==> config.mk <==
export PLATFORM = sky130hd
export DESIGN_NAME = fpga_input_debounce
export DESIGN_NICKNAME = d
export VERILOG_FILES = /design/src/rtl/fpga_input_debounce.sv
export SDC_FILE = /design/constraint.sdc
export NUM_CORES = 1
export LEC_CHECK = 0
export CELL_PAD_IN_SITES_DETAIL_PLACEMENT = 1
export CELL_PAD_IN_SITES_GLOBAL_PLACEMENT = 2
export CORE_MARGIN = 1
export CORE_UTILIZATION = 37
export CTS_CLUSTER_SIZE = 30
export DETAILED_ROUTE_END_ITERATION = 6
export GPL_ROUTABILITY_DRIVEN = 0
export PLACE_DENSITY = 0.86
export RECOVER_POWER = 100
export SYNTH_ARGS = -nofsm -noshare
export SYNTH_HDL_FRONTEND = slang
export SYNTH_SLANG_ARGS = --single-unit
==> constraint.sdc <==
create_clock -name clk -period 2.2 [get_ports clk]
set_input_delay 0.55 -clock clk [delete_from_list [all_inputs] [get_ports clk]]
set_output_delay 0.55 -clock clk [all_outputs]
set_load 0.05 [all_outputs]
==> src/rtl/fpga_input_debounce.sv <==
// Two-channel pad synchronizer and debouncer: 2-flop sync, then a per-channel
// qualify FSM that only accepts a level held for STABLE_CYCLES samples.
module fpga_input_debounce #(
  parameter int unsigned STABLE_CYCLES = 500000,
  parameter int unsigned CNT_W         = 24
) (
  input  logic clk,
  input  logic rst,
  input  logic in0,
  input  logic in1,
  output logic out0,
  output logic out1,
  output logic rise0,
  output logic rise1,
  output logic fall0,
  output logic fall1
);

  localparam int unsigned NCH = 2;
  // Terminal count: the sample that completes qualification is counted in the same cycle.
  localparam logic [CNT_W-1:0] LAST_CNT = CNT_W'(STABLE_CYCLES - 1);
  localparam bit DIRECT = (STABLE_CYCLES == 1);

  typedef enum logic [1:0] {
    ST_STABLE_LOW,
    ST_QUAL_HIGH,
    ST_STABLE_HIGH,
    ST_QUAL_LOW
  } state_e;

  logic [NCH-1:0] pad;
  logic [NCH-1:0] out_vec;
  logic [NCH-1:0] rise_vec;
  logic [NCH-1:0] fall_vec;

  assign pad = {in1, in0};

  for (genvar ch = 0; ch < NCH; ch++) begin : g_chan
    logic             sync_a_q;
    logic             sync_b_q;
    state_e           state_q;
    state_e           state_d;
    logic [CNT_W-1:0] cnt_q;
    logic [CNT_W-1:0] cnt_d;
    logic             out_q;
    logic             out_d;
    logic             rise_q;
    logic             rise_d;
    logic             fall_q;
    logic             fall_d;

    always_ff @(posedge clk) begin
      if (rst) begin
        sync_a_q <= 1'b0;
        sync_b_q <= 1'b0;
        state_q  <= ST_STABLE_LOW;
        cnt_q    <= '0;
        out_q    <= 1'b0;
        rise_q   <= 1'b0;
        fall_q   <= 1'b0;
      end else begin
        sync_a_q <= pad[ch];
        sync_b_q <= sync_a_q;
        state_q  <= state_d;
        cnt_q    <= cnt_d;
        out_q    <= out_d;
        rise_q   <= rise_d;
        fall_q   <= fall_d;
      end
    end

    always_comb begin
      state_d = state_q;
      cnt_d   = cnt_q;
      case (state_q)
        ST_STABLE_LOW: begin
          cnt_d = '0;
          if (sync_b_q) begin
            if (DIRECT) begin
              state_d = ST_STABLE_HIGH;
            end else begin
              state_d = ST_QUAL_HIGH;
              cnt_d   = CNT_W'(1);
            end
          end
        end
        ST_QUAL_HIGH: begin
          if (!sync_b_q) begin
            state_d = ST_STABLE_LOW;
            cnt_d   = '0;
          end else if (cnt_q == LAST_CNT) begin
            state_d = ST_STABLE_HIGH;
            cnt_d   = '0;
          end else begin
            cnt_d = cnt_q + CNT_W'(1);
          end
        end
        ST_STABLE_HIGH: begin
          cnt_d = '0;
          if (!sync_b_q) begin
            if (DIRECT) begin
              state_d = ST_STABLE_LOW;
            end else begin
              state_d = ST_QUAL_LOW;
              cnt_d   = CNT_W'(1);
            end
          end
        end
        ST_QUAL_LOW: begin
          if (sync_b_q) begin
            state_d = ST_STABLE_HIGH;
            cnt_d   = '0;
          end else if (cnt_q == LAST_CNT) begin
            state_d = ST_STABLE_LOW;
            cnt_d   = '0;
          end else begin
            cnt_d = cnt_q + CNT_W'(1);
          end
        end
        default: begin
          state_d = ST_STABLE_LOW;
          cnt_d   = '0;
        end
      endcase

      // Aborted qualification returns to the current level, so out only moves on acceptance.
      out_d  = (state_d == ST_STABLE_HIGH) || (state_d == ST_QUAL_LOW);
      rise_d = out_d & ~out_q;
      fall_d = ~out_d & out_q;
    end

    assign out_vec[ch]  = out_q;
    assign rise_vec[ch] = rise_q;
    assign fall_vec[ch] = fall_q;
  end

  assign out0  = out_vec[0];
  assign out1  = out_vec[1];
  assign rise0 = rise_vec[0];
  assign rise1 = rise_vec[1];
  assign fall0 = fall_vec[0];
  assign fall1 = fall_vec[1];

endmodule

==> summary.txt <==
Crit end category -> output pin
Routed Antenna Nets -> 0
Clock sink count -> 61
Synth unique cells -> 33
Setup TNS -> 0 ns
DIE WIDTH -> 87.1 µm
DP HPWL -> 4.42 mm
DRC Markers -> 0
Hold Path Cell Cnt -> 1
Dpl cells -> 413
Post-synthesis cell area -> 0.00268 mm²
Total CTS buffers -> 9
First drt pass iteration count -> 4
IO Pins -> 10
P&R area growth vs syn -> 17.6%
Synthesized net count -> 313
Global-route usage over all layers -> 18.4%
Worst setup SP type -> flip-flop
Largest net degree at the start of global routing -> 16
Number of cell rows -> 30
First-pass GRT wire length -> 10.7 mm
Commonest non-fill, non-tap cell in the layout -> dfxtp_1
CP required -> 1.65 ns
Yosys reg bits -> 61
Routed len/inst -> 14.5 µm
Clock transition at the registers of the reported paths -> 0.07 ns
Final Slew Violations -> 0
Critical path cell sequence -> clkdlybuf4s50_1
Pleak -> 0.948 nW
CP max FO -> 5
Vias in the first global route -> 2209
Share of cells above drive strength 1 -> 7.21%
RSZ-0062 raised after global routing -> false
Final setup viols -> 0
R2r worst-path depth -> 5
Critical path's slowest cell -> clkdlybuf4s50_1
Slew Limit Headroom -> 60.2%
Synth Instances -> 307
Layout Nets -> 334
Critical path class -> reg2out
DR vias/cell -> 5.37
Ant. Diodes -> 0
Top delay family on crit path -> buffers and inverters
HP Class -> reg2reg
Die height -> 87.1 µm
CTS Buffer Depth -> 2
Crit-path max cell delay -> 0.84 ns
Fmax -> 0.469 GHz
Initial core utilization -> 38.8%
Port Buf Inserts -> 9
CTS tree -> built
Core box area -> 0.00691 mm²
Layout Skew -> 0.00910 ns
WL final -> 6.22 mm
Ys Warns -> 0
CTS H-Tree Depth -> 3
Vias -> 2302
Latest clock arrival within the worst-skew pair -> 0.33 ns
Final period utilization -> 97.0%
Power per standard cell area -> 744 mW/mm²
Initial antenna violation count -> 0
Crit path DAT -> 1.58 ns
Non-filler cells, final -> 429
Number of stages on the worst setup path -> 1
Status -> completed
Final hold viol count -> 0
GR Overflow Total -> 0
Sequential element share of the synthesized area -> 45.6%
CTS root buf -> clkbuf_8
CP Buf/Inv Count -> 1
Minimum clock period -> 2.13 ns
Syn avg cell area -> 8.73 µm²
Most frequent cells in the layout -> dfxtp_1 (61), nor2_1 (33), a21oi_1 (21)
# fillers -> 850
VDD IR-drop max -> 0.289 mV
Worst slew pin tran -> 0.588 ns
Die area -> 0.00759 mm²
Max cap viols -> 0
Initial drt markers -> 71
-- report_power, final --
group	internal, mW	switching, mW
logic	0.0106	0.0102
registers	1.11	0.00382
clock network	0.783	0.428
-- layout make-up --
cell class,instances,area [µm²],share of cell area (%)
clock inverters,4,95.1,3.02
multi-input cells,226,1380,43.9
clock buffers,12,145,4.60
inverters,11,41.3,1.31
repair buffers,19,145,4.60
flip-flops and latches,61,1220,38.7
well taps,96,120,3.81
-- logic make-up (layout without fill, tap and decap cells) --
| family | Yosys count | after routing | synth area share (%) |
|---|---|---|---|
| flip-flops | 61 | 61 | 45.6 |
| adder cells (fa/ha/maj) | 2 | 2 | 0.934 |
| buffers and inverters | 20 | 46 | 2.94 |
| AO/OA/AOI/OAI | 45 | 45 | 9.71 |
| AND/OR/NAND/NOR | 149 | 149 | 31.0 |
| XOR/XNOR | 30 | 30 | 9.80 |
-- synthesized netlist by cell type --
cell | n | share of area [%]
dfxtp_1 | 61 | 46
nor2_1 | 33 | 4.6
a21oi_1 | 21 | 3.9
nand2_1 | 18 | 2.5
nand3_1 | 18 | 3.4
xnor2_1 | 18 | 5.9
nand4_1 | 14 | 3.3
or4_1 | 14 | 3.9
xor2_1 | 12 | 3.9
inv_1 | 11 | 1.5
nor4_1 | 11 | 2.6
o21ai_0 | 9 | 1.7
o31ai_1 | 9 | 2.5
or3_1 | 9 | 2.1
nor3_1 | 8 | 1.5
and4_1 | 6 | 2.0
and3_1 | 5 | 1.2
clkbuf_1 | 5 | 0.70
nor2b_1 | 5 | 1.2
buf_2 | 3 | 0.56
nor4b_1 | 3 | 0.98
ha_1 | 2 | 0.93
or2_2 | 2 | 0.47
a211o_1 | 1 | 0.33
a211oi_1 | 1 | 0.28
a21o_1 | 1 | 0.28
a31oi_1 | 1 | 0.23
buf_1 | 1 | 0.14
nand2b_1 | 1 | 0.23
nand4_4 | 1 | 0.79
o21ai_1 | 1 | 0.19
o21bai_1 | 1 | 0.28
or4bb_1 | 1 | 0.42
-- per-layer routing --
| layer | wire, µm | track usage [%] | up-vias |
|---|---|---|---|
| met5 | 0 | 0 | - |
| met3 | 164 | 3.13 | 12 |
| met2 | 2870 | 28.6 | 23 |
| met4 | 119 | 8.94 | 0 |
| met1 | 3080 | 24.6 | 1113 |
| li1 | - | - | 1154 |
-- flip-flops by register name (all words and copies together), names as in the netlist --
signal and cells:
out1 1, fall1 1, rise0 1, g_chan.sync_b_q 2, rise1 1, g_chan.cnt_q 48
fall0 1, g_chan.state_q 4, g_chan.sync_a_q 2
-- what timing repair did --
action / in CTS / in global routing
endpoints found under the hold margin: 0 / 0
setup buffers: 0 / 0
resized for setup: 0 / 1
hold buffers: 0 / 0
setup endpoints to repair: 0 / 1
-- through the flow --
step	hold slack [ns]	util, %	setup WS (ns)	power, mW	instance area [µm²]
finish	0.443	45.6	0.0657	2.35	3150
global route	0.461	45.6	0.00948	2.43	3150
CTS	0.446	45.9	0.0340	2.38	3170
detailed placement	0.433	42.4	0.138	1.16	2930
global placement	0.431	42.4	0.217	1.16	2930
floorplan	0.414	-	0.241	1.15	2680
-- path summary, 6_finish.rpt --
path	slack, ns	startpoint	end
worst max-delay path	0.07	g_chan[0].state_q[1]	out0
worst min-delay path	0.44	out1	rise1
worst max register to register	0.12	g_chan[0].cnt_q[18]	g_chan[0].cnt_q[10]
worst min register to register	0.44	out1	rise1
(Power assumes the default switching activity.)
